**src/rtl/hazard_stall_unit.sv**
```systemverilog
// Hazard stall/bubble generator for the 5-stage pipeline.
// Covers the hazards that operand forwarding cannot resolve:
//   - load-use on a GPR or on LR: a one-cycle decode hold plus a DeEx bubble.
//   - a variable-latency memory access in ExMe: the front of the pipe is
//     frozen and MeWb receives bubbles until the memory responds.
// Also keeps a saturating count of PC-stall cycles and a sticky watchdog
// flag that sets when a memory wait runs too long.
module hazard_stall_unit #(
  parameter int SEL_W    = 5,
  parameter int CNT_W    = 16,
  parameter int MAX_WAIT = 255
) (
  input  logic             clk,
  input  logic             rst,
  input  logic             FeDe_valid,
  input  logic [SEL_W-1:0] FeDe_reg_1_sel,
  input  logic [SEL_W-1:0] FeDe_reg_2_sel,
  input  logic             FeDe_reg_1_rd,
  input  logic             FeDe_reg_2_rd,
  input  logic             FeDe_LR_read,
  input  logic             DeEx_valid,
  input  logic             DeEx_mem_read,
  input  logic             DeEx_reg_write_en,
  input  logic [SEL_W-1:0] DeEx_reg_wrt_sel,
  input  logic             DeEx_LR_write,
  input  logic             ExMe_valid,
  input  logic             ExMe_mem_access,
  input  logic             mem_resp_valid,
  output logic             stall_pc,
  output logic             stall_FeDe,
  output logic             stall_DeEx,
  output logic             stall_ExMe,
  output logic             bubble_DeEx,
  output logic             bubble_MeWb,
  output logic [CNT_W-1:0] stall_count,
  output logic             mem_timeout,
  output logic             hazard_state
);

  // 12 bits covers the full legal MAX_WAIT range.
  localparam int WAIT_W = 12;
  localparam logic [WAIT_W-1:0] WAIT_LIMIT = WAIT_W'(MAX_WAIT);

  typedef enum logic {
    RUN      = 1'b0,
    MEM_WAIT = 1'b1
  } state_t;

  state_t            state_q, state_d;
  logic [WAIT_W-1:0] wait_q, wait_d;
  logic              timeout_q, timeout_d;
  logic [CNT_W-1:0]  stall_cnt_q, stall_cnt_d;

  logic gpr_hit, lr_hit, load_use, mem_block;
  logic freeze, lu_stall;

  // Hazard detection: r0 is hardwired zero, so a load to r0 never hazards.
  always_comb begin
    gpr_hit   = DeEx_reg_write_en && (DeEx_reg_wrt_sel != '0) &&
                ((FeDe_reg_1_rd && (FeDe_reg_1_sel == DeEx_reg_wrt_sel)) ||
                 (FeDe_reg_2_rd && (FeDe_reg_2_sel == DeEx_reg_wrt_sel)));
    lr_hit    = DeEx_LR_write && FeDe_LR_read;
    load_use  = FeDe_valid && DeEx_valid && DeEx_mem_read && (gpr_hit || lr_hit);
    mem_block = ExMe_valid && ExMe_mem_access && !mem_resp_valid;
  end

  // Next state and stall outputs; a memory freeze masks load-use because the
  // held DeEx instruction is not advancing anyway.
  always_comb begin
    state_d  = state_q;
    freeze   = 1'b0;
    lu_stall = 1'b0;
    if (!rst) begin
      case (state_q)
        RUN: begin
          if (mem_block) begin
            freeze  = 1'b1;
            state_d = MEM_WAIT;
          end else if (load_use) begin
            lu_stall = 1'b1;
          end
        end
        MEM_WAIT: begin
          if (!mem_resp_valid) begin
            freeze = 1'b1;
          end else begin
            // The response releases the pipe this very cycle.
            state_d  = RUN;
            lu_stall = load_use;
          end
        end
        default: state_d = RUN;
      endcase
    end
  end

  assign stall_pc     = freeze | lu_stall;
  assign stall_FeDe   = freeze | lu_stall;
  assign stall_DeEx   = freeze;
  assign stall_ExMe   = freeze;
  assign bubble_DeEx  = lu_stall;
  assign bubble_MeWb  = freeze;
  assign stall_count  = stall_cnt_q;
  assign mem_timeout  = timeout_q;
  assign hazard_state = state_q;

  // Watchdog and stall counter next values; the wait count saturates at the
  // limit so the timeout flag cannot be missed by wrap-around.
  always_comb begin
    wait_d      = '0;
    timeout_d   = timeout_q;
    stall_cnt_d = stall_cnt_q;
    if ((state_q == MEM_WAIT) && !mem_resp_valid) begin
      wait_d = (wait_q >= WAIT_LIMIT) ? wait_q : wait_q + 1'b1;
      if (wait_d == WAIT_LIMIT) begin
        timeout_d = 1'b1;
      end
    end
    if (stall_pc && (stall_cnt_q != '1)) begin
      stall_cnt_d = stall_cnt_q + 1'b1;
    end
  end

  // State, watchdog and counter registers with synchronous reset.
  always_ff @(posedge clk) begin
    if (rst) begin
      state_q     <= RUN;
      wait_q      <= '0;
      timeout_q   <= 1'b0;
      stall_cnt_q <= '0;
    end else begin
      state_q     <= state_d;
      wait_q      <= wait_d;
      timeout_q   <= timeout_d;
      stall_cnt_q <= stall_cnt_d;
    end
  end

endmodule
```
**config.mk**
```make
export PLATFORM = sky130hd
export DESIGN_NAME = hazard_stall_unit
export DESIGN_NICKNAME = d
export VERILOG_FILES = /design/src/rtl/hazard_stall_unit.sv
export SDC_FILE = /design/constraint.sdc
export NUM_CORES = 1
export LEC_CHECK = 0
export CORE_UTILIZATION = 42
export DETAILED_ROUTE_END_ITERATION = 12
export GPL_TIMING_DRIVEN = 0
export PLACE_DENSITY = 0.82
export RECOVER_POWER = 50
export SYNTH_ARGS = -nofsm -noshare
export SYNTH_HDL_FRONTEND = slang
export SYNTH_SLANG_ARGS = --single-unit
```
**constraint.sdc**
```tcl
create_clock -name clk -period 1.91 [get_ports clk]
set_input_delay 0.2865 -clock clk [delete_from_list [all_inputs] [get_ports clk]]
set_output_delay 0.2865 -clock clk [all_outputs]
set_load 0.02 [all_outputs]
```
# Word-level counts from Yosys, hierarchy flattened
# Index checks and enable logic that the tools add are counted.
# classes
addsub	2
order_cmp	1
n_eq_ne	4
muxes	10
bitwise	3
n_reduce_logical	18
# ops
operator	n
adder 16 x 1 -> 16 bit, second input constant	1
!= test 16 bit, second input constant	1
adder 12 x 1 -> 12 bit, second input constant	1
== test 12 x 8 -> 1 bit, second input constant	1
greater-or-equal comparator 12 x 8 -> 1 bit, second input constant	1
logical AND 1 bit	12
two-way mux 12 bit	1
== test 5 bit	2
two-way mux 1 bit	7
nonzero test 5 bit	1
one-hot mux 1 bit (2 select lines)	2
logical OR 1 bit	2
inverter 1 bit	2
AND reduction 2 bit	1
OR reduction 2 bit	1
logical NOT 1 bit	1
bitwise OR 1 bit	1
# totals
regBits	30
input_bits	28
out_inout_bits	24
wordCells	42

# Longest topological paths before layout
# Gate-level depths: netlist of run 1.
# logic_depth
depth_word	12
ltp_mapped	8
mapped_depth_nobuf	8

# Worst setup path after synthesis of run 1
# OpenSTA, ideal clock, no wires.
# synth_path
path_kind	register to register
startpoint	register state_q, in the netlist hazard_state
endpoint	register stall_cnt_q[13], in the netlist stall_count[13]
setup_time_ns	0.071
t_arrival_ns	2.253
required_time_ns	1.839
path_slack_ns	-0.413
path_stages_with_launch	7
path_buffers	0
period_less_slack_ns	2.323
cell_sequence	dfxtp_1 -> a21oi_1 -> nor3_1 -> a32oi_4 -> and2_2 -> or3_1 -> a21oi_1
# synth_between
elab_chain_cells	5
word_cells_on_any_way	7
cone_classes	mux: 4; bitwise: 2; reduce/logical: 1
# synth_lines
element	line_no	rtl
start: declaration	49	state_t state_q, state_d;
start signal: assignment	132	state_q <= state_d;
inverter 1 bit	--	
one-hot mux 1 bit (2 select lines) (*)	74	case (state_q)
two-way mux 1 bit (*)	--	
net bubble_MeWb	34	output logic bubble_MeWb,
bitwise OR 1 bit (*)	97	assign stall_pc = freeze | lu_stall;
logical AND 1 bit (*)	119	if (stall_pc && (stall_cnt_q != '1)) begin
end signal: assignment	135	stall_cnt_q <= stall_cnt_d;
end: declaration	52	logic [CNT_W-1:0] stall_cnt_q, stall_cnt_d;
# Mark *: on every way through the listed nets, which the timed path passes. The rest lies on a longest branch.
# A chain may end at the register's enable or synchronous reset.

# Worst setup path in the final report of run 1
# layout_path
startpoint	register wait_q[0]
endpoint	register timeout_q, in the netlist mem_timeout
# layout_between
elab_chain_cells	4
word_cells_on_any_way	5
cone_classes	add/sub: 1; order compare: 1; eq/ne: 1; mux: 1; reduce/logical: 1
# layout_lines
element	line_no	rtl
start: declaration	50	logic [WAIT_W-1:0] wait_q, wait_d;
start signal: assignment	133	wait_q <= wait_d;
adder 12 x 1 -> 12 bit / greater-or-equal comparator 12 x 8 -> 1 bit (equally long branches)	114	wait_d = (wait_q >= WAIT_LIMIT) ? wait_q : wait_q + 1'b1;
two-way mux 12 bit (*)	114	
== test 12 x 8 -> 1 bit (*)	115	if (wait_d == WAIT_LIMIT) begin
AND reduction 2 bit (no source line) (*)	--	
end signal: assignment	134	timeout_q <= timeout_d;
end: declaration	51	logic timeout_q, timeout_d;
# Mark *: on every way between the ends. The rest lies on a longest branch, timed or not.

==> reports/results.tsv, run 1 <==
metric	value	unit
status	finished with violations	
failing checks	negative setup slack	
residual DRC count	0	
Mean Syn Cell Area	9.131	um2
Post-DP HPWL	2.903	mm
synthesized area	0.001717	mm2
placed cell count	287	
register area	636.9	um2
Std-Cell Rows	22	
synth-to-layout area growth	74.27	%
Via Count	1866	
Pwr Density	449.8	mW/mm2
Synth area leaders	dfxtp_1, xnor2_1, nor2_1, a21oi_1, nand2_1	
Setup crit start kind	flop	
Post-layout nets	309	
Worst Tran Pin Value	0.4784	ns
largest family of logic cells by synthesized area	simple AND/OR/NAND/NOR gates	
Async SR Flop Fraction	0	%
chip width	65.93	um
Die Span Y	65.93	um
register area share after synthesis	34.99	%
initial antenna violation count	0	
top-area cell type share of the netlist area	34.99	%
CTS Buffer Depth	2	
Fillers	239	
min Tclk post-route	2.083	ns
Die Area	0.004347	mm2
total track usage	23.75	%
Period Utilization, post-route	109.0	%
grt ovf	0	
CP Capture Type	flop	
final antenna diode count	0	
Slew HR	68.11	%
final hold vios	0	
Worst Setup Slack, final	-0.1727	ns
Routed Antenna Nets	0	
final wirelength	5.816	mm
vias in the first global route	1704	
Post-Layout Cell Count	328	
Buffers on Ports	51	
Leakage Power	1.161	nW
maximum fanout along the worst path	6	
Synth Area in Compound Gates	14.80	%
EDFF count, synth	0	
ys flop type	dfxtp_1	
f_max	480.1	MHz
most frequent cells after synthesis	dfxtp_1, xnor2_1, nor2_1	
largest net degree at the start of global routing	11	
cell count after synthesis	188	
Pins Over Slew Limit	0	
Setup CP Type	reg -> reg	
TritonCTS clock tree	yes	
internal reg-to-reg setup slack	-0.17	ns
synth warn	0	
gp weighted congestion	0.8421	
post-synth cell types	55	
CP required	2.11	ns
Placeable Area	0.003799	mm2
H-tree levels	2	
Routed wire per std cell	17.73	um
Initial Utilization	45.19	%
xor-xnor portion of the synthesized cell area	12.17	%
CTS hold repair buffers	0	
endpoints failing setup	16	
crit path DAT	2.28	ns
Multi-input gate area	0.001361	mm2
post-synthesis mux area share	3.061	%
dominant cell type by area after synthesis	dfxtp_1	
DP Worst Slack	-0.9463	ns
CTS clk-pin slew, worst paths	0.07	ns
Yosys reg bits	30	
first-pass GRT wire length	7.769	mm
PnR Total Power	1.346	mW
Adder-Cell Fraction of Synth Area	1.458	%
Vias/cell	5.689	
RSZ-0062 raised after global routing	yes	
clock sink count	30	
final worst clock skew	0.01309	ns
number of CTS-inserted buffers	5	
Max Cap Viol	0	
Starting DRT DRC Count	181	
syn nets	218	
CTS root buf	clkbuf_8	
Min-Delay Path Class	reg -> reg	
count leader, synth	dfxtp_1	
Post-Synth Simple-Gate Area	29.81	%
Max IR drop VDD	353.2	uV
drt first pass iters	4	
layout cell share with drive strength beyond 1	43.21	%
Top Ports	52	
Clk Latency, worst-skew pair	0.29	ns
-- area by class of cell --
| type | instances | share of cell area, % |
|---|---|---|
| well taps | 48 | 2.008 |
| clock inverters | 2 | 0.2509 |
| plain buffers | 6 | 1.589 |
| flip-flops and latches | 30 | 21.29 |
| inverters | 4 | 0.5019 |
| clock buffers | 6 | 2.760 |
| multi-input cells | 147 | 45.50 |
| repair buffers | 85 | 26.10 |
-- where the power goes --
group          total, mW  switching [mW]  internal, mW  leakage [nW]
registers          0.623         0.00407         0.619         0.251
logic              0.190          0.0851         0.105         0.863
clock network      0.532           0.249         0.283        0.0463
-- cells in the final DEF (no fill, tap or decap), types with 7 or more instances in the layout --
master,n
dfxtp_4,7
a21oi_1,7
nor2_1,17
clkdlybuf4s50_1,12
dlygate4sd3_1,12
dfxtp_1,15
dfxtp_2,8
xnor2_1,17
buf_4,31
clkbuf_8,7
dlygate4sd2_1,15
buf_6,8
nand2_1,11
-- repair_timing --
item / 4_1_cts / 5_1_grt
gates resized for setup: 82 / 33
cloned: 0 / 0
endpoints found under the setup margin: 24 / 25
pin swaps: 28 / 33
buffers inserted: 15 / 19
-- through the flow --
stage / instance area [um2] / setup TNS, ns / hold slack (ns) / util (%)
3_3_place_gp: 2397 / -11.96 / 0.4376 / 63.11
3_5_place_dp: 2397 / -12.37 / 0.4378 / 63.11
2_1_floorplan: 1827 / -0.1816 / 0.4061 / -
5_1_grt: 2992 / -2.172 / 0.4805 / 78.75
6_report: 2992 / -0.9465 / 0.4621 / 78.75
4_1_cts: 2709 / -0.5735 / 0.4518 / 71.31
-- cells by family after synthesis --
kind of cell	Yosys count
flops	30
compound gates	32
mux	5
xor+xnor	23
fa+ha+maj	2
buf+inv	11
simple gates	85
-- critical path, stage by stage, from the launching register on --
cell	delay (ns)
dfxtp_4	0.40
ha_4	0.17
and3_4	0.19
a31oi_4	0.12
nand2b_4	0.18
o31ai_2	0.05
a21oi_1	0.11
or4_4	0.49
o32ai_2	0.28
-- metal layers --
| metal | track usage, % | share of wire [%] | up-vias |
|---|---|---|---|
| met5 | 0 | 0 | - |
| met4 | 7.181 | 2.3 | 0 |
| met3 | 6.552 | 6.5 | 15 |
| met2 | 42.98 | 52 | 101 |
| met1 | 26.73 | 39 | 891 |
| li1 | - | - | 859 |
-- sequential cells by signal, indices dropped and copies added, names as in the netlist --
register and cells:
hazard_state 1, mem_timeout 1, stall_count 16, wait_q 12
-- path summary, 6_finish.rpt --
path	from	end	cells after the start
hold / removal	wait_q[11]	wait_q[11]	1
hold reg to reg	wait_q[11]	wait_q[11]	1
setup reg to reg	wait_q[0]	mem_timeout	8
setup / recovery	wait_q[0]	mem_timeout	8
Note: power is estimated with default switching activity, not from simulation.
==> run 2, diff against run 1 <==
- CORE_UTILIZATION: 42 -> 40
- PLACE_DENSITY: 0.82 -> 0.79
==> reports/results.tsv, run 2 (synthesized netlist as in run 1, its figures left out) <==
metric	value	unit
initial antenna violation count	0	
commonest non-fill, non-tap cell in the layout	buf_4	
Starting DRT DRC Count	87	
Period Utilization, post-route	110.1	%
clock sink count	30	
total track usage	21.61	%
Die Span Y	67.51	um
Util after Layout	71.42	%
Pins Over Slew Limit	0	
Crit path largest cell delay	0.54	ns
most frequent cells in the layout	buf_4, clkdlybuf4s50_1, xnor2_1	
grt ovf	0	
maximum fanout along the worst path	3	
Hold Crit Depth	3	
routed wl met3	370	um
Max IR drop VDD	278.0	uV
Post-layout nets	300	
Placeable Area	0.004058	mm2
Min-Delay Path Class	in -> reg	
wl on met1	2.020	mm
final hold vios	0	
synth-to-layout area growth	68.80	%
CTS root buf	clkbuf_8	
crit path DAT	1.82	ns
Reg2Reg Depth	7	
Routed wire per std cell	15.53	um
R2R Path Start	wait_q[8]	
RSZ-0062 raised after global routing	yes	
HP Start	rst	
Post-DP HPWL	2.946	mm
endpoints failing setup	6	
first-pass GRT wire length	7.341	mm
max FFs per register	16	
min Tclk post-route	2.104	ns
Via Count	1758	
Setup crit start kind	input pin	
worst-path cell chain	buf_8, or4_4, o21ai_4, nand2b_4, a21oi_4, or2_4, buf_6, buf_6	
Routed Antenna Nets	0	
final worst clock skew	0.006217	ns
Clk Latency, worst-skew pair	0.28	ns
CP required	1.62	ns
f_max	475.3	MHz
Vias/cell	5.477	
chip width	67.51	um
Initial Utilization	42.31	%
layout cell share with drive strength beyond 1	42.07	%
residual DRC count	0	
Buffers on Ports	51	
Fillers	295	
Worst Setup Slack, final	-0.1938	ns
reg2reg end	mem_timeout	
placed cell count	289	
CTS Buffer Depth	2	
H-tree levels	2	
setup TNS	-0.5440	ns
CP Capture Type	output port	
CTS clk-pin slew, worst paths	0.06	ns
Post-Layout Cell Count	321	
Std-Cell Rows	23	
internal reg-to-reg setup slack	-0.13	ns
Setup CP Type	in -> out	
gp weighted congestion	0.8405	
Met2 Routed Length	2.487	mm
PnR Total Power	1.292	mW
drt first pass iters	5	
Max Cap Viol	0	
failing checks	negative setup slack	
number of CTS-inserted buffers	5	
largest net degree at the start of global routing	11	
vias in the first global route	1572	
Leakage Power	1.104	nW
Worst Hold Endpoint	stall_count[10]	
Pwr Density	445.9	mW/mm2
Die Area	0.004558	mm2
final antenna diode count	0	
Slew HR	67.54	%
CP most frequent cell	buf_6	
Worst Tran Pin Value	0.4858	ns
hold slack	0.4634	ns
TritonCTS clock tree	yes	
final wirelength	4.984	mm
CTS hold repair buffers	0	
Critical Path Slowest Stage Cell	or4_4	
Top Ports	52	
highest routed layer	met4	
status	finished with violations	
==> run 2: worst max path at each step <==
stage                                   start         endpoint  slack, ns  cells past startpoint
after floorplan                stall_count[8]  stall_count[10]      -0.04                      7
after global placement    DeEx_reg_wrt_sel[1]         stall_pc      -0.93                      8
after detailed placement  DeEx_reg_wrt_sel[1]         stall_pc      -0.92                      8
after CTS                           wait_q[8]      mem_timeout      -0.18                      6
after global routing                wait_q[8]      mem_timeout      -0.23                      7
final                     DeEx_reg_wrt_sel[2]         stall_pc      -0.19                      8
==> run 2: what timing repair did <==
action,CTS,global route
pin swaps,18,32
endpoints found under the setup margin,25,22
resized for setup,78,39
buffers inserted,15,10
==> run 2: per-stage QoR <==
step	setup slack (ns)	cell area, um2
3_3_place_gp	-0.9261	2400
5_1_grt	-0.2334	2898
4_1_cts	-0.1764	2710
2_1_floorplan	-0.04067	1827
6_report	-0.1938	2898
3_5_place_dp	-0.9202	2400
==> run 2: power by group <==
part / leakage [nW] / internal (mW) / switching [mW]
logic: 0.812 / 0.0999 / 0.0788
registers: 0.252 / 0.618 / 0.00541
clock network: 0.0395 / 0.258 / 0.231
total: 1.10 / 0.976 / 0.316
==> run 2: cell type report <==
| class | instances | area [um2] | share of cell area, % |
|---|---|---|---|
| multi-input combinational | 147 | 1338 | 46.16 |
| timing repair buffer | 76 | 715.7 | 24.70 |
| sequential | 30 | 639.4 | 22.06 |
| clock buffer | 8 | 80.08 | 2.763 |
| tap | 50 | 62.56 | 2.159 |
| buffer | 6 | 47.55 | 1.641 |
| inverter | 4 | 15.01 | 0.5181 |
==> run 2: worst max-delay path: cells and delay by family <==
kind	cells	cell delay [ns]
simple gates	3	0.98
buf+inv	3	0.33
compound gates	2	0.23
==> run 2: layer usage <==
layer,up-vias,GRT usage [%]
met5,-,0
met2,76,35.27
met1,835,26.64
li1,836,-
met4,0,7.181
met3,11,6.757
==> run 3, diff against run 2 <==
- CELL_PAD_IN_SITES_DETAIL_PLACEMENT: default -> 0
- CELL_PAD_IN_SITES_GLOBAL_PLACEMENT: default -> 1
- CORE_UTILIZATION: 40 -> 31
- PLACE_DENSITY: 0.79 -> 0.81
- SETUP_SLACK_MARGIN: default -> 0.1
==> reports/results.tsv, run 3 (synthesized netlist as in run 1, its figures left out) <==
metric	value	unit
total track usage	17.07	%
Post-layout nets	307	
critical path startpoint	wait_q[8]	
clock sink count	30	
Post-DP HPWL	3.064	mm
Util after Layout	56.90	%
RSZ-0062 raised after global routing	yes	
commonest non-fill, non-tap cell in the layout	buf_4	
Reg2Reg Depth	6	
endpoints failing setup	12	
layout cell share with drive strength beyond 1	42.45	%
largest net degree at the start of global routing	11	
synth-to-layout area growth	72.52	%
Vias/cell	4.931	
CTS hold repair buffers	0	
Routed Antenna Nets	0	
max FFs per register	16	
Die Span Y	76.42	um
failing checks	negative setup slack	
grt ovf	0	
crit path DAT	2.26	ns
Top Ports	52	
gp weighted congestion	0.8249	
Leakage Power	1.138	nW
most frequent cells in the layout	buf_4, nor2_1, xnor2_1, dfxtp_1	
cell area after layout	0.002962	mm2
f_max	483.4	MHz
Pwr Density	453.2	mW/mm2
setup TNS	-0.5535	ns
final antenna diode count	0	
Clk Latency, worst-skew pair	0.28	ns
clock network fraction of total power	39.7	%
final worst clock skew	0.006035	ns
H-tree levels	2	
Min-Delay Path Class	reg -> reg	
Int Power	1.016	mW
number of CTS-inserted buffers	5	
CTS root buf	clkbuf_8	
Placeable Area	0.005205	mm2
final hold vios	0	
Routed wire per std cell	13.67	um
end of the critical path	mem_timeout	
reg2reg end	mem_timeout	
TritonCTS clock tree	yes	
Period Utilization, post-route	108.3	%
switching share of power	24.29	%
final wirelength	4.757	mm
Buffers on Ports	51	
Slew HR	67.00	%
CP Capture Type	flop	
chip width	76.42	um
R2R Path Start	wait_q[8]	
Comb pwr share	13.9	%
PnR Total Power	1.342	mW
maximum fanout along the worst path	4	
Max IR drop VDD	259.5	uV
Via Count	1716	
Setup CP Type	reg -> reg	
Worst Tran Pin Value	0.4949	ns
status	finished with violations	
drt first pass iters	4	
Setup crit start kind	flop	
Max Cap Viol	0	
Pins Over Slew Limit	0	
vias in the first global route	1630	
first-pass GRT wire length	7.866	mm
Initial Utilization	32.98	%
Worst Setup Slack, final	-0.1588	ns
Starting DRT DRC Count	166	
Psw	326.0	uW
Std-Cell Rows	26	
residual DRC count	0	
min Tclk post-route	2.069	ns
initial antenna violation count	0	
sequential share of power	46.4	%
Die Area	0.005839	mm2
CTS clk-pin slew, worst paths	0.06	ns
internal reg-to-reg setup slack	-0.16	ns
CP required	2.11	ns
CTS Buffer Depth	2	
Post-DP Area	0.002425	mm2
run 3: cell types whose count changed in the layout (fill, tap and decap cells not counted), moves of 2 or more:
cell / before / now
dlygate4sd2_1: 10 / 7
clkdlybuf4s50_1: 22 / 13
dlygate4sd3_1: 1 / 10
buf_6: 9 / 13
xnor2_1: 18 / 16
xnor2_2: 2 / 4
dlymetal6s2s_1: 7 / 2
clkdlybuf4s15_1: 0 / 7
run 3: per-stage QoR:
step,worst slack [ns],std cells,hold WS [ns]
detailed placement,-0.9526,309,0.4410
global placement,-0.9374,309,0.4372
global route,-0.2160,348,0.4885
floorplan,-0.04067,188,0.4061
finish,-0.1588,348,0.4649
CTS,-0.1425,339,0.4552
run 3: worst max-delay path, cell delays in order, from the launching register on:
cell,delay (ns)
dfxtp_1,0.31
or4_4,0.53
buf_6,0.15
o31ai_2,0.20
a21oi_2,0.08
or4_4,0.52
o32ai_2,0.20
run 3: how the worst min path moves through the flow:
stage	from	end	slack (ns)	depth (start not counted)
final	wait_q[9]	wait_q[9]	0.46	1
after global routing	wait_q[9]	wait_q[9]	0.49	1
after CTS	wait_q[9]	wait_q[9]	0.46	1
after detailed placement	wait_q[9]	wait_q[9]	0.44	1
after global placement	wait_q[10]	wait_q[10]	0.44	1
after floorplan	rst	hazard_state	0.41	1
run 3: what timing repair did:
action,in CTS,in global routing
pin swaps,44,33
endpoints found under the setup margin,25,26
resized for setup,92,37
setup buffers,22,9
cloned,0,0
run 3: layout make-up:
type	count	area, um2
Fill cell	467	2243
Tap cell	70	87.58
Inverter	4	15.01
Sequential cell	30	635.6
Clock buffer	8	90.09
Multi-Input combinational cell	147	1339
Buffer	7	48.80
Timing Repair Buffer	82	745.7
run 3: per-layer routing:
| metal | GRT usage, % | routed length (um) | part of all wire [%] |
|---|---|---|---|
| met1 | 21.11 | 2123 | 45 |
| met2 | 27.75 | 2296 | 48 |
| met3 | 4.311 | 243 | 5.1 |
| met4 | 7.692 | 93 | 2.0 |
| met5 | 0 | 0 | 0 |
run 3: power groups by stage:
stage / Combinational, mW / Clock [mW] / Sequential (mW)
final: 0.186 / 0.533 / 0.623
after global routing: 0.201 / 0.573 / 0.623
after CTS: 0.172 / 0.548 / 0.625
after detailed placement: 0.157 / 0 / 0.639
after global placement: 0.156 / 0 / 0.639
after floorplan: 0.0634 / 0 / 0.641
